==> src/rtl/dft_loopback_jig.sv <==
// -----------------------------------------------------------------------------
// dft_loopback_jig
//
// Jig-side controller for the board I/O loopback self-test. The device under
// test copies every stimulus pin to a paired response pin and outputs a
// divided clock on its SCK pin. One run of this block:
//   1. drives all stimulus pins high and compares the looped-back response,
//   2. walks a single zero across the stimulus pins, comparing after each step
//      (catches opens, stuck pins and pin-to-pin shorts),
//   3. measures one half period of the DUT divided clock to prove the DUT
//      clock tree and PLL are alive,
//   4. parks in DONE with registered pass/fail results.
//
// Ports
//   clk_48mhz      jig clock
//   rst_n          synchronous active-low reset; aborts any run
//   start          one-cycle pulse, accepted in IDLE or DONE only
//   stim           drives the DUT input pins
//   resp           DUT output pins (asynchronous, synchronized here)
//   dut_sck        DUT divided clock (asynchronous, synchronized here)
//   busy           high while a run is in progress
//   done           high from the end of a run until the next accepted start
//   pass           valid while done: no pin mismatch and clock in tolerance
//   fail_mask      sticky per-pin mismatch flags
//   clk_ok         measured half period within EXPECT_HALF +/- TOL
//   measured_half  last measured half period in clk_48mhz cycles (0 on timeout)
// -----------------------------------------------------------------------------
module dft_loopback_jig #(
  parameter int N_PINS        = 20,
  parameter int SETTLE_CYCLES = 48,       // must be >= 3
  parameter int EXPECT_HALF   = 1000001,
  parameter int TOL           = 1000,
  parameter int CNT_W         = 22        // must hold 2*EXPECT_HALF
) (
  input  logic              clk_48mhz,
  input  logic              rst_n,
  input  logic              start,
  output logic [N_PINS-1:0] stim,
  input  logic [N_PINS-1:0] resp,
  input  logic              dut_sck,
  output logic              busy,
  output logic              done,
  output logic              pass,
  output logic [N_PINS-1:0] fail_mask,
  output logic              clk_ok,
  output logic [CNT_W-1:0]  measured_half
);

  localparam int IDX_W    = (N_PINS > 1) ? $clog2(N_PINS) : 1;
  localparam int SETTLE_W = $clog2(SETTLE_CYCLES);

  localparam logic [SETTLE_W-1:0] SETTLE_LAST = SETTLE_W'(SETTLE_CYCLES - 1);
  localparam logic [IDX_W-1:0]    IDX_LAST    = IDX_W'(N_PINS - 1);
  localparam logic [CNT_W-1:0]    TIMEOUT     = CNT_W'(2 * EXPECT_HALF);
  localparam logic [CNT_W:0]      HALF_LO     = (CNT_W+1)'(EXPECT_HALF - TOL);
  localparam logic [CNT_W:0]      HALF_HI     = (CNT_W+1)'(EXPECT_HALF + TOL);
  localparam logic [N_PINS-1:0]   BIT0        = N_PINS'(1);

  typedef enum logic [2:0] {
    S_IDLE,
    S_ALL_HIGH,
    S_WALK,
    S_SCK_WAIT,
    S_SCK_MEAS,
    S_DONE
  } state_t;

  state_t              state;
  logic [SETTLE_W-1:0] settle_cnt;
  logic [IDX_W-1:0]    idx;
  logic [CNT_W-1:0]    cnt;

  // Two-flop synchronizers for the asynchronous DUT pins, plus one extra
  // flop on sck so either edge can be detected in the jig clock domain.
  logic [N_PINS-1:0] resp_meta;
  logic [N_PINS-1:0] resp_sync;
  logic              sck_meta;
  logic              sck_sync;
  logic              sck_prev;

  // NOTE: every clocked state element uses non-blocking assignment so all
  // flops update together at the edge regardless of statement order.
  always_ff @(posedge clk_48mhz) begin
    if (!rst_n) begin
      resp_meta <= '0;
      resp_sync <= '0;
      sck_meta  <= 1'b0;
      sck_sync  <= 1'b0;
      sck_prev  <= 1'b0;
    end else begin
      resp_meta <= resp;
      resp_sync <= resp_meta;
      sck_meta  <= dut_sck;
      sck_sync  <= sck_meta;
      sck_prev  <= sck_sync;
    end
  end

  logic              sck_edge;
  logic              settle_done;
  logic [IDX_W-1:0]  idx_next;
  logic [CNT_W:0]    meas;
  logic              in_tol;

  assign sck_edge    = sck_sync ^ sck_prev;
  assign settle_done = (settle_cnt == SETTLE_LAST);
  assign idx_next    = idx + IDX_W'(1);
  // The counter restarts at 0 on the cycle after the first edge, so the
  // number of cycles between the two edges is count + 1 on the second edge.
  assign meas        = {1'b0, cnt} + (CNT_W+1)'(1);
  assign in_tol      = (meas >= HALF_LO) && (meas <= HALF_HI);

  always_ff @(posedge clk_48mhz) begin
    if (!rst_n) begin
      state         <= S_IDLE;
      stim          <= '1;
      busy          <= 1'b0;
      done          <= 1'b0;
      pass          <= 1'b0;
      clk_ok        <= 1'b0;
      fail_mask     <= '0;
      measured_half <= '0;
      settle_cnt    <= '0;
      idx           <= '0;
      cnt           <= '0;
    end else begin
      case (state)
        S_IDLE, S_DONE: begin
          if (start) begin
            state         <= S_ALL_HIGH;
            stim          <= '1;
            busy          <= 1'b1;
            done          <= 1'b0;
            pass          <= 1'b0;
            clk_ok        <= 1'b0;
            fail_mask     <= '0;
            measured_half <= '0;
            settle_cnt    <= '0;
            idx           <= '0;
          end
        end

        S_ALL_HIGH: begin
          if (settle_done) begin
            fail_mask  <= fail_mask | (stim ^ resp_sync);
            settle_cnt <= '0;
            idx        <= '0;
            stim       <= ~BIT0;
            state      <= S_WALK;
          end else begin
            settle_cnt <= settle_cnt + SETTLE_W'(1);
          end
        end

        S_WALK: begin
          if (settle_done) begin
            // A short pulls the neighbour low with the walking zero, so the
            // neighbour's bit mismatches here; the partner is flagged on its
            // own step.
            fail_mask  <= fail_mask | (stim ^ resp_sync);
            settle_cnt <= '0;
            if (idx == IDX_LAST) begin
              stim  <= '1;
              cnt   <= '0;
              state <= S_SCK_WAIT;
            end else begin
              idx  <= idx_next;
              stim <= ~(BIT0 << idx_next);
            end
          end else begin
            settle_cnt <= settle_cnt + SETTLE_W'(1);
          end
        end

        S_SCK_WAIT: begin
          if (cnt == TIMEOUT) begin
            measured_half <= '0;
            clk_ok        <= 1'b0;
            pass          <= 1'b0;
            busy          <= 1'b0;
            done          <= 1'b1;
            state         <= S_DONE;
          end else if (sck_edge) begin
            cnt   <= '0;
            state <= S_SCK_MEAS;
          end else begin
            cnt <= cnt + CNT_W'(1);
          end
        end

        S_SCK_MEAS: begin
          // Timeout takes priority so the reported half period always fits
          // in CNT_W bits.
          if (cnt == TIMEOUT) begin
            measured_half <= '0;
            clk_ok        <= 1'b0;
            pass          <= 1'b0;
            busy          <= 1'b0;
            done          <= 1'b1;
            state         <= S_DONE;
          end else if (sck_edge) begin
            measured_half <= meas[CNT_W-1:0];
            clk_ok        <= in_tol;
            pass          <= (fail_mask == '0) && in_tol;
            busy          <= 1'b0;
            done          <= 1'b1;
            state         <= S_DONE;
          end else begin
            cnt <= cnt + CNT_W'(1);
          end
        end

        default: begin
          state <= S_IDLE;
          stim  <= '1;
          busy  <= 1'b0;
        end
      endcase
    end
  end

endmodule

==> config.mk <==
export PLATFORM = sky130hd
export DESIGN_NAME = dft_loopback_jig
export DESIGN_NICKNAME = d
export VERILOG_FILES = /design/src/rtl/dft_loopback_jig.sv
export SDC_FILE = /design/constraint.sdc
export NUM_CORES = 1
export LEC_CHECK = 0
export ABC_AREA = 1
export ABC_CLOCK_PERIOD_IN_PS = 2300
export CORE_MARGIN = 3
export CORE_UTILIZATION = 40
export CTS_CLUSTER_DIAMETER = 200
export CTS_CLUSTER_SIZE = 25
export DETAILED_ROUTE_END_ITERATION = 7
export HOLD_SLACK_MARGIN = 0.15
export PLACE_DENSITY = 0.58
export SLEW_MARGIN = 40
export SYNTH_ARGS = -nofsm -noshare
export SYNTH_HDL_FRONTEND = slang
export SYNTH_SLANG_ARGS = --single-unit
export TNS_END_PERCENT = 50
==> constraint.sdc <==
create_clock -name clk_48mhz -period 2.3 [get_ports clk_48mhz]
set_clock_uncertainty 0.05 [all_clocks]
set_input_delay 0.46 -clock clk_48mhz [delete_from_list [all_inputs] [get_ports clk_48mhz]]
set_output_delay 0.46 -clock clk_48mhz [all_outputs]
set_load 0.01 [all_outputs]
# Word-level counts from Yosys, hierarchy flattened
# Cells that the tools add are included.
[totals] register_bits=145 out_inout_bits=66
[op_classes] muxes=53 add_sub_neg=4 magnitude_cmp=2 n_eq_ne=20 bitwise=6 n_shift=1 reduce_logical=19
[op_table] operator="$mux 22" count=10
[op_table] operator="$pmux 22 s3" count=2
[op_table] operator="$mux 20" count=6
[op_table] operator="$pmux 20 s4" count=1
[op_table] operator="$pmux 20 s2" count=1
[op_table] operator="$mux 3" count=8
[op_table] operator="$add 22x1->23 const B" count=1
[op_table] operator="$ge 23x20->1 const B" count=1
[op_table] operator="$le 23x20->1 const B" count=1
[op_table] operator="$add 22x1->22 const B" count=1
[op_table] operator="$eq 22x21->1 const B" count=1
[op_table] operator="$logic_not 20->1" count=1
[op_table] operator="$mux 5" count=4
[op_table] operator="$not 20->20" count=1
[op_table] operator="$or 20x20->20" count=1
[op_table] operator="$shl 1x5->20 const A" count=1
[op_table] operator="$xor 20x20->20" count=1
[op_table] operator="$ne 2x2->1 const B" count=9
[op_table] operator="$pmux 3 s5" count=1
[op_table] operator="$pmux 5 s3" count=1
[op_table] operator="$mux 1" count=12
[op_table] operator="$mux 6" count=2
[op_table] operator="$pmux 6 s2" count=1
[op_table] operator="$reduce_and 4->1" count=3
[op_table] operator="22 further kinds" count=34

# Logic depth before layout (Yosys ltp)
# Gate-level depths: netlist (run 1).
[logic_depth] ltp_word=7 ltp_mapped=16

# Least setup slack after synthesis (run 1)
# OpenSTA, ideal clock, no wires.
[synth_timing] kind="reg-to-reg" from="register cnt[1]" to="register pass" synth_period_minus_slack_ps=1989 arrival_time_ps=1868 setup_slack_ps=311 setup_ps=70 n_path_buf=0 path_stages_with_launch=14 cell_sequence="dfxtp_1 -> ha_1 -> nand2_1 -> nor2_4 -> nand3_2 -> nor2_1 -> nor2_1 -> nor2_2 -> nand3_2 -> nor2_2 -> nand3_1 -> a21oi_2 -> nand3_1 -> a21oi_1"
[synth_between] elab_chain_len=7 elab_cells_between_ends=12 cone_classes="1 x add/sub; 2 x order compare; 3 x eq/ne; 3 x mux; 3 x reduce/logical"
[synth_lines] item="from (decl)" line_no="71" rtl="logic [CNT_W-1:0] cnt;"
[synth_lines] item="from (signal assigned)" line_no="187" rtl="cnt <= cnt + CNT_W'(1);"
[synth_lines] item="from (signal assigned)" line_no="209" rtl="cnt <= cnt + CNT_W'(1);"
[synth_lines] item="$add 22x1->23" line_no="110" rtl="assign meas = {1'b0, cnt} + (CNT_W+1)'(1);"
[synth_lines] item="$ge 23x20->1 or $le 23x20->1 (tied branches)" line_no="111" rtl="assign in_tol = (meas >= HALF_LO) && (meas <= HALF_HI);"
[synth_lines] item="$logic_and 1x1->1" line_no="111"
[synth_lines] item="$logic_and 1x1->1" line_no="204" rtl="pass <= (fail_mask == '0) && in_tol;"
[synth_lines] item="$mux 1" line_no="201" rtl="end else if (sck_edge) begin"
[synth_lines] item="$mux 1" line_no="194" rtl="if (cnt == TIMEOUT) begin"
[synth_lines] item="$pmux 1 s3" line_no="127" rtl="case (state)"
[synth_lines] item="to (signal assigned)" line_no="204"
[synth_lines] item="to (decl)" line_no="43" rtl="output logic pass,"
# Several ways; a longest one is shown, not always the timed one. The select of a mux whose other input is x is not followed.
# A chain may end at the register's enable or synchronous reset.

# Worst setup path after layout (run 1)
[layout_timing] from="register cnt[1]" to="register clk_ok"
[layout_between] elab_chain_len=6 elab_cells_between_ends=11 cone_classes="1 x add/sub; 2 x order compare; 3 x eq/ne; 3 x mux; 2 x reduce/logical"
[layout_lines] item="$add 22x1->23" line_no="110"
[layout_lines] item="$ge 23x20->1 or $le 23x20->1 (tied branches)" line_no="111"
[layout_lines] item="$logic_and 1x1->1" line_no="111"
[layout_lines] item="$mux 1" line_no="201"
[layout_lines] item="$mux 1" line_no="194"
[layout_lines] item="$pmux 1 s3" line_no="127"
[layout_lines] item="to (signal assigned)" line_no="203" rtl="clk_ok <= in_tol;"
[layout_lines] item="to (decl)" line_no="45" rtl="output logic clk_ok,"
# Several ways; a longest one is shown, not always the timed one. The select of a mux whose other input is x is not followed.

==> impl_metrics.csv, run 1 <==
group,metric,value,unit
run_status,outcome,"finished, final reports clean",
die,die_w,136,um
critical_path,path_max_fanout,6,
critical_path,crit_required,2.61,ns
logic_synthesis,synth.distinct_cells,40,
pwr,powerDensity,1210,nW/um^2
pwr,irDropWorstVdd,0.586,mV
logic_synthesis,synth_warnings,0,
die,pin_count,90,
logic_synthesis,synth_edf_count,0,
critical_path,crit_type,"register to register",
pwr,switchingPower,4490,uW
detailed_routing,num_vias,6278,
hold_path,holdCritPathClass,"register to register",
timing,drv_slew,0,
detailed_routing,dr.pass1.iters,5,
finish,fill_cells,1616,
logic_synthesis,synth_area_per_cell,7.04,sq um
die,row_count,46,
pwr,sw_frac_of_total,41.5,%
clock_network,cts_buffers,17,
finish,syn_to_final_growth,31.8,%
grt,grt_max_degree,47,
run,cap_violations,0,
pwr,internal-power,6330,uW
clock_network,cts_tree,"built",
timing,hold_slack,0.364,ns
finish,layout.cells.non_filler,1316,
timing,period_minus_slack,2.17,ns
clock_network,cts-root-buf,"clkbuf_16",
grt,antenna_found_initial,0,
timing,worst_slew_margin_rel,61.8,%
clock_network,clk_pin_slew,0.07,ns
detailed_routing,routed_wl,18700,um
pwr,combPwrFrac,41.9,%
die,die_h,136,um
placed_design,dpl.cell_count,1278,
critical_path,cp.arrival,2.48,ns
timing,setup_viol,0,
clock_network,cts_hold_buf,0,
timing,finalCritPeriodShare,94.2,%
finish,nets,1120,
detailed_routing,ant_nets,0,
placed_design,port_buffers,89,
clock_network,clock-sinks,145,
die,die_area,18500,sq um
pwr,power_frac_clock,25.6,%
timing,fmax,461,MHz
pwr,power_leakage,0.00390,uW
timing,worst_slew_pin_slew,0.571,ns
logic_synthesis,synth_seq_cells,145,
grt,grt-ovfl-total,0,
clock_network,cts.path.max_buffers,2,
clock_network,ctsHtreeMaxLevel,4,
finish,drive_above_1_share,14.1,%
timing,hold_viol,0,
finish,final_area,8900,sq um
placed_design,postPlaceCellArea,8130,sq um
grt,grt_pass1_wl,30100,um
critical_path,start_kind,"register",
detailed_routing,wl_per_cell,14.2,um
detailed_routing,viasPerCell,4.77,
logic_synthesis,ys_async_sr_fraction,0,%
grt,grt_pass1_vias,6066,
logic_synthesis,synth_nets,993,
placed_design,routabilityCongestion,0.878,
clock_network,insertion_delay,0.43,ns
logic_synthesis,seq_area_frac_synth,43.0,%
detailed_routing,drc,0,
critical_path,end_kind,"register",
grt,gr-usage-all-layers,20.8,%
die,coreArea,16200,sq um
pwr,seq_power_share,32.5,%
finish,diodes,0,
logic_synthesis,synthesis.area,6760,sq um
detailed_routing,drt_iter0_markers,373,
logic_synthesis,ys.flop_type,"dfxtp_1",
die,initial_core_util,41.6,%
placed_design,dp_hpwl,14100,um
logic_synthesis,syn_inst,960,
==> worst max-delay path, cell delays in order (launching register included) <==
cell and delay [ns]:
dfxtp_2 0.34, buf_6 0.12, nand2_2 0.07, nor2_4 0.24, nand3_2 0.16, o21bai_1 0.14
nand2_1 0.17, inv_2 0.13, nand2_1 0.07, nor2_2 0.13, nand3_1 0.10, a21oi_2 0.17
nand2_1 0.10, a21oi_2 0.12
==> registers in the layout (all words and copies together), names as in the netlist, 3 cells and up <==
name	cells
cnt	22
fail_mask	20
idx	5
measured_half	22
resp_meta	20
resp_sync	20
settle_cnt	6
state	3
stim	20
==> cell families (layout without fill, tap and decap cells) <==
group	count (synthesis)	after routing	share of synthesized area, %
compound gates	123	123	10.1
xor+xnor	27	27	3.50
fa+ha+maj	9	9	1.67
buf+inv	172	312	9.94
flops	145	145	43.0
simple gates	484	484	31.8
==> final timing paths <==
kind | startpoint | end | slack, ns | depth (start not counted)
worst max-delay path | cnt[1] | clk_ok | 0.13 | 13
worst min-delay path | resp_meta[5] | resp_sync[5] | 0.36 | 2
worst max register to register | cnt[1] | clk_ok | 0.13 | 13
worst min register to register | resp_meta[5] | resp_sync[5] | 0.36 | 2
==> layer usage <==
layer	GRT usage, %	wire length (um)	vias to the layer above
met5	0	0	-
met4	9.57	654	0
met3	4.07	650	32
met2	36.1	9400	150
met1	24.8	7980	2812
li1	-	-	3284
==> cells in the final DEF, fill, tap and decap left out, drive strengths merged <==
master,count
nand2,288
dfxtp,145
inv,144
nor2,93
clkdlybuf4s50,88
nand3,74
a21oi,71
buf,48
xor2,25
o21ai,24
clkbuf,17
nand4,14
a211oi,14
clkinv,14
ha,9
nor3,9
nor4,4
o22ai,4
xnor2,2
o21bai,2
a31oi,2
a21boi,1
and2,1
a2bb2oi,1
a221oi,1
o211ai,1
nor3b,1
a211o,1
a22oi,1
clkinvlp,1
==> repair_timing <==
action | 4_1_cts | 5_1_grt
resized for setup | 2 | 36
buffers inserted | 0 | 6
setup endpoints to repair | 2 | 24
pin swaps | 1 | 13
==> power by group through the flow <==
stage | logic, uW | registers [uW] | clock network, uW
after floorplan | 2460 | 3590 | 0
after detailed placement | 4450 | 3560 | 0
after global routing | 5030 | 3590 | 2930
final | 4530 | 3510 | 2770
after CTS | 4470 | 3510 | 2830
after global placement | 4450 | 3560 | 0
==> per-stage QoR <==
| stage | setup TNS, ns | worst slack [ns] | utilization (%) | total power [uW] |
|---|---|---|---|---|
| floorplan | 0 | 0.311 | - | 6050 |
| global placement | -0.0863 | -0.0500 | 50.1 | 8010 |
| detailed placement | -0.0736 | -0.0472 | 50.1 | 8010 |
| CTS | 0 | 0.00281 | 53.9 | 10800 |
| global route | -0.0429 | -0.0236 | 54.8 | 11500 |
| finish | 0 | 0.133 | 54.8 | 10800 |
==> cell usage after synthesis (2+ instances only) <==
| cell type | instances | area share, % |
|---|---|---|
| ha_1 | 9 | 1.7 |
| nor2_4 | 6 | 1.0 |
| a21oi_1 | 70 | 5.2 |
| clkbuf_1 | 17 | 0.94 |
| dfxtp_1 | 145 | 43 |
| buf_2 | 9 | 0.67 |
| nand2_1 | 275 | 15 |
| nor3_1 | 7 | 0.52 |
| nor4_1 | 4 | 0.37 |
| a211oi_1 | 14 | 1.6 |
| nand4_1 | 14 | 1.3 |
| nand3_1 | 68 | 5.0 |
| nand3_2 | 6 | 0.89 |
| inv_2 | 9 | 0.50 |
| o21ai_0 | 23 | 1.7 |
| inv_1 | 130 | 7.2 |
| nand2_4 | 2 | 0.33 |
| nand2_2 | 11 | 1.0 |
| xor2_1 | 25 | 3.2 |
| xnor2_1 | 2 | 0.26 |
| buf_6 | 2 | 0.33 |
| clkinv_1 | 5 | 0.28 |
| a31oi_1 | 2 | 0.19 |
| o21bai_1 | 2 | 0.22 |
| o22ai_1 | 4 | 0.37 |
| nor2_2 | 10 | 0.93 |
| nor2_1 | 76 | 4.2 |
==> final cells by class <==
cell class,count,area [sq um],area share (%)
tap,216,270,3.04
clock buffer,17,425,4.78
sequential,145,2910,32.7
inverter,144,541,6.07
timing repair buffer,136,1290,14.5
multi-input combinational,643,3280,36.8
clock inverter,15,185,2.08
Note: power is estimated with default switching activity, not from simulation.
==> run 2, diff against run 1 <==
--- a/config.mk
+++ b/config.mk
@@ -8,13 +8,13 @@
 export ABC_AREA = 1
 export ABC_CLOCK_PERIOD_IN_PS = 2300
 export CORE_MARGIN = 3
-export CORE_UTILIZATION = 40
+export CORE_UTILIZATION = 55
 export CTS_CLUSTER_DIAMETER = 200
 export CTS_CLUSTER_SIZE = 25
 export DETAILED_ROUTE_END_ITERATION = 7
 export HOLD_SLACK_MARGIN = 0.15
-export PLACE_DENSITY = 0.58
-export SLEW_MARGIN = 40
+export PLACE_DENSITY = 0.77
+export SLEW_MARGIN = 30
 export SYNTH_ARGS = -nofsm -noshare
 export SYNTH_HDL_FRONTEND = slang
 export SYNTH_SLANG_ARGS = --single-unit
==> run 2 against run 1 <==
  * Sequential power about the same
  * Cell area is 2.9% lower
  * Register-to-register slack is essentially flat
  * Highest routed layer unchanged
  * Largest cell class unchanged
==> impl_metrics.csv, run 2 (synthesis gave the netlist of run 1 again) <==
group,metric,value,unit
run_status,outcome,"finished, final reports clean",
critical_path,end_kind,"register",
clock_network,cts_hold_buf,0,
grt,grt_max_degree,38,
die,die_h,117,um
detailed_routing,wl_per_cell,14.7,um
grt,grt_pass1_wl,29000,um
critical_path,crit_required,2.56,ns
hold_path,holdCritPathClass,"register to register",
critical_path,path_max_fanout,5,
die,row_count,39,
clock_network,cts-root-buf,"clkbuf_16",
timing,worst_slew_pin_slew,0.588,ns
critical_path,cp.arrival,2.42,ns
finish,seqCellArea,2920,sq um
detailed_routing,viasPerCell,5.26,
clock_network,clk_pin_slew,0.06,ns
finish,multiInputGateArea,3220,sq um
finish,mostFrequentLayoutCells,"nand2_1, dfxtp_1, inv_1, clkdlybuf4s50_1, nor2_1",
die,die_area,13700,sq um
grt,grt-ovfl-total,0,
finish,diodes,0,
grt,antenna_found_initial,0,
die,coreArea,11700,sq um
critical_path,crit_type,"register to register",
finish,drive_above_1_share,12.2,%
timing,drv_slew,0,
clock_network,cts_buffers,17,
clock_network,clock-sinks,145,
finish,fill_cells,929,
timing,rsz0062_at_grt,"yes",
timing,setup_tns,0,ns
die,initial_core_util,57.7,%
placed_design,pre_cts_ws,-0.00873,ns
grt,grt_pass1_vias,6155,
critical_path,crit_start,"cnt[0]",
finish,syn_to_final_growth,27.9,%
pwr,power_leakage,0.00379,uW
grt,gr-usage-all-layers,27.4,%
placed_design,port_buffers,89,
critical_path,worstSetupEndpoint,"cnt[3]",
detailed_routing,routed_wl,18000,um
timing,period_minus_slack,2.16,ns
timing,setup_viol,0,
critical_path,r2r_setup_slack,0.14,ns
timing,worst_slew_margin_rel,60.8,%
critical_path,reg2reg_depth,12,
detailed_routing,dr.pass1.iters,5,
finish,nets,1106,
clock_network,cts.path.max_buffers,2,
run,cap_violations,0,
placed_design,dp_hpwl,13100,um
critical_path,timing.rr.start,"cnt[0]",
finish,final_util,73.8,%
detailed_routing,drc,0,
timing,fin_ws,0.145,ns
finish,final_common_cell,"nand2_1",
pwr,powerDensity,1230,nW/um^2
finish,top_regs,"cnt (22), measured_half (22)",
die,die_w,117,um
timing,fmax,464,MHz
detailed_routing,num_vias,6459,
detailed_routing,drt_iter0_markers,507,
critical_path,start_kind,"register",
clock_network,insertion_delay,0.43,ns
critical_path,rr_endpoint,"cnt[3]",
timing,finalCritPeriodShare,93.7,%
pwr,irDropWorstVdd,0.812,mV
clock_network,cts_tree,"built",
timing,hold_viol,0,
clock_network,ctsHtreeMaxLevel,4,
die,pin_count,90,
placed_design,routabilityCongestion,0.966,
detailed_routing,ant_nets,0,
==> run 2: layout make-up <==
cell class | instances | area share (%)
tap | 143 | 2.07
clock buffer | 18 | 4.97
inverter | 144 | 6.30
clock inverter | 14 | 1.69
multi-input combinational | 643 | 37.3
sequential | 145 | 33.8
timing repair buffer | 121 | 13.8
timing repair inverter | 1 | 0.0579
==> run 2: worst min-delay path by stage <==
| stage | from | end | depth (start not counted) |
|---|---|---|---|
| global route | sck_meta | sck_sync | 2 |
| floorplan | resp_meta[0] | resp_sync[0] | 2 |
| CTS | resp_meta[3] | resp_sync[3] | 2 |
| detailed placement | resp_meta[0] | resp_sync[0] | 2 |
| finish | resp_meta[3] | resp_sync[3] | 2 |
| global placement | resp_meta[6] | resp_sync[6] | 2 |
==> run 2: worst max-delay path, cell delays in order, from the launching register on <==
cell,delay [ns]
dfxtp_4,0.37
inv_1,0.08
ha_1,0.18
nand4_1,0.10
nor2_1,0.15
nand3_2,0.11
buf_4,0.16
nor2_1,0.11
a221oi_1,0.07
nand2_2,0.16
clkinvlp_2,0.28
nand3_1,0.15
a21oi_1,0.08
==> run 2: where the power goes <==
group | leakage (uW) | switching [uW] | internal (uW)
combinational | 0.00232 | 2670 | 1740
sequential | 0.00119 | 499 | 3040
clock | 0.000276 | 1160 | 1530
total | 0.00379 | 4330 | 6300
==> run 2: metrics by stage <==
step / cell area [sq um] / hold WS (ns) / total power, uW / cells
final: 8640 / 0.362 / 10600 / 1229
after CTS: 8560 / 0.361 / 10600 / 1226
after detailed placement: 7980 / 0.345 / 7830 / 1194
after global placement: 7980 / 0.343 / 7780 / 1194
after global routing: 8640 / 0.384 / 11300 / 1229
after floorplan: 6760 / 0.340 / 6050 / 960
==> run 2: per-layer routing <==
layer	wire [um]	vias to the layer above	part of all wire (%)	GRT usage (%)
met3	964	68	5.3	6.07
met5	0	-	0	0
li1	-	3256	-	-
met1	7180	2923	40	31.6
met4	1060	0	5.9	16.5
met2	8830	212	49	46.4
==> run 2: timing repair <==
| item | in CTS | in global routing |
|---|---|---|
| buffers inserted | 0 | 2 |
| resized for setup | 3 | 22 |
| cloned | 0 | 1 |
| endpoints found under the hold margin | 0 | 0 |
| pin swaps | 1 | 2 |
| endpoints found under the setup margin | 2 | 47 |
==> run 3, diff against run 2 <==
--- a/config.mk
+++ b/config.mk
@@ -6,14 +6,15 @@
 export NUM_CORES = 1
 export LEC_CHECK = 0
 export ABC_AREA = 1
-export ABC_CLOCK_PERIOD_IN_PS = 2300
+export ABC_CLOCK_PERIOD_IN_PS = 1910
+export CAP_MARGIN = 40
 export CORE_MARGIN = 3
-export CORE_UTILIZATION = 55
+export CORE_UTILIZATION = 50
 export CTS_CLUSTER_DIAMETER = 200
 export CTS_CLUSTER_SIZE = 25
 export DETAILED_ROUTE_END_ITERATION = 7
 export HOLD_SLACK_MARGIN = 0.15
-export PLACE_DENSITY = 0.77
+export PLACE_DENSITY = 0.73
 export SLEW_MARGIN = 30
 export SYNTH_ARGS = -nofsm -noshare
 export SYNTH_HDL_FRONTEND = slang
==> constraint.sdc (replaced) <==
create_clock -name clk_48mhz -period 1.91 [get_ports clk_48mhz]
set_clock_uncertainty 0.05 [all_clocks]
set_input_delay 0.382 -clock clk_48mhz [delete_from_list [all_inputs] [get_ports clk_48mhz]]
set_output_delay 0.382 -clock clk_48mhz [all_outputs]
set_load 0.01 [all_outputs]
==> run 3 against run 2 <==
  * The flow now finishes with violations (setup timing)
  * Clock-buffer cell count shrank 1
  * Cell count increased by 13%
  * Setup slack lost 0.38 ns
  * Non-clock buffer count is 127 higher
  * Global-route usage increased by 0.68 points
  * Register-to-register slack got worse by 0.38 ns
  * Combinational power up 81%
==> impl_metrics.csv, run 3 (synthesis gave the netlist of run 1 again) <==
group,metric,value,unit
timing,finalCritPeriodShare,112,%
timing,setup_tns,-7.52,ns
timing,drv_slew,0,
critical_path,crit_required,2.16,ns
die,initial_core_util,52.3,%
critical_path,end_kind,"register",
run_status,violations,"setup timing",
critical_path,max_stage_delay,0.42,ns
finish,final_util,78.1,%
critical_path,path_cells,"nand4_1 -> nor2_1 -> nand3_2 -> buf_6 -> buf_4 -> nor2_4 -> a221oi_4 -> nand2_4 -> buf_8 -> clkinv_8 -> nand3_1 -> a21oi_1",
finish,final_common_cell,"nand2_1",
placed_design,dpl.cell_count,1323,
timing,fmax,467,MHz
detailed_routing,ant_nets,0,
critical_path,crit_start,"cnt[10]",
pwr,switchingPower,6330,uW
pwr,irDropWorstVdd,1.12,mV
timing,setup_viol,50,
clock_network,insertion_delay,0.43,ns
finish,drive_above_1_share,27.4,%
finish,mostFrequentLayoutCells,"nand2_1, buf_4, dfxtp_1, inv_1, clkdlybuf4s50_1",
clock_network,ctsHtreeMaxLevel,4,
finish,nets,1234,
pwr,power_frac_clock,20.8,%
placed_design,port_buffers,89,
clock_network,cts_tree,"built",
critical_path,cpLargestDelayFamily,"simple AND/OR/NAND/NOR gates",
pwr,combPwrFrac,51.8,%
timing,hold_viol,0,
detailed_routing,drt_iter0_markers,549,
grt,grt-ovfl-total,0,
hold_path,holdCritPathClass,"input pin to register",
grt,grt_max_degree,64,
pwr,internal-power,9060,uW
die,row_count,41,
clock_network,clk_pin_slew,0.06,ns
placed_design,postPlaceCellArea,8800,sq um
timing,period_minus_slack,2.14,ns
die,die_h,122,um
run,cap_violations,0,
detailed_routing,routed_wl,22200,um
clock_network,cts.path.max_buffers,2,
grt,grt_pass1_vias,6630,
timing,hold_slack,0.230,ns
grt,gr-usage-all-layers,28.1,%
critical_path,timing.rr.start,"cnt[10]",
finish,syn_to_final_growth,49.5,%
critical_path,cp_slowest_cell,"dfxtp_1",
detailed_routing,dr.pass1.iters,8,
finish,diodes,0,
clock_network,cts-root-buf,"clkbuf_16",
finish,top_regs,"cnt (22), measured_half (22)",
critical_path,path_max_fanout,6,
grt,grt_pass1_wl,32500,um
placed_design,routabilityCongestion,0.949,
finish,final_area,10100,sq um
run_status,outcome,"finished, violations left",
pwr,seq_power_share,27.4,%
placed_design,dp_hpwl,14600,um
detailed_routing,num_vias,7151,
grt,antenna_found_initial,0,
critical_path,cp.arrival,2.39,ns
pwr,powerDensity,1520,nW/um^2
clock_network,clock-sinks,145,
detailed_routing,drc,0,
clock_network,cts_buffers,17,
timing,fin_ws,-0.232,ns
timing,rsz0062_at_grt,"yes",
critical_path,start_kind,"register",
clock_network,cts_hold_buf,0,
pwr,power_leakage,0.00455,uW
die,pin_count,90,
finish,layout.cells.non_filler,1386,
die,die_area,14900,sq um
timing,worst_slew_pin_slew,0.385,ns
die,die_w,122,um
finish,fill_cells,969,
hold_path,min_from,"rst_n",
detailed_routing,wl_per_cell,16.0,um
critical_path,crit_type,"register to register",
timing,worst_slew_margin_rel,74.2,%
detailed_routing,viasPerCell,5.16,
pwr,sw_frac_of_total,41.1,%
critical_path,critical_path_buf_inv_count,4,
die,coreArea,12900,sq um
[run 3: power groups by stage]
stage | sequential, uW | combinational, uW | clock (uW)
after detailed placement | 4220 | 6270 | 0
final | 4210 | 7980 | 3200
after floorplan | 4330 | 2960 | 0
after global routing | 4280 | 8570 | 3380
after CTS | 4180 | 6900 | 3210
after global placement | 4220 | 6200 | 0
[run 3: what timing repair did]
action / CTS / global route
pin swaps: 24 / 34
cloned: 2 / 5
setup endpoints to repair: 70 / 98
buffers inserted: 18 / 6
resized for setup: 50 / 86
[run 3: final timing paths]
check / to / slack [ns] / cells past startpoint
worst max register to register: cnt[9] / -0.23 / 12
worst min register to register: resp_sync[1] / 0.36 / 2
worst max-delay path: cnt[9] / -0.23 / 12
worst min-delay path: stim[0] / 0.23 / 2
[run 3: cell type report]
type                       instances  area, sq um  share of cell area (%)
clock buffer                      17          425                    4.21
clock inverter                    15          140                    1.39
inverter                         144          573                    5.67
multi-input combinational        643         3470                    34.4
sequential                       145         2920                    28.9
tap                              172          215                    2.13
timing repair buffer             248         2330                    23.1
timing repair inverter             2         17.5                   0.173
[run 3: metrics by stage]
stage | total power [uW] | setup slack [ns]
2_1_floorplan | 7300 | -0.00782
3_3_place_gp | 10400 | -0.180
3_5_place_dp | 10500 | -0.212
4_1_cts | 14300 | -0.166
5_1_grt | 16200 | -0.370
6_report | 15400 | -0.232
[run 3: routing by layer]
metal	vias to the layer above	wire length, um	GRT usage [%]
met4	0	637	8.47
met2	295	10900	49.0
met1	3289	9010	34.5
li1	3515	-	-
met5	-	0	0
met3	52	1660	6.54
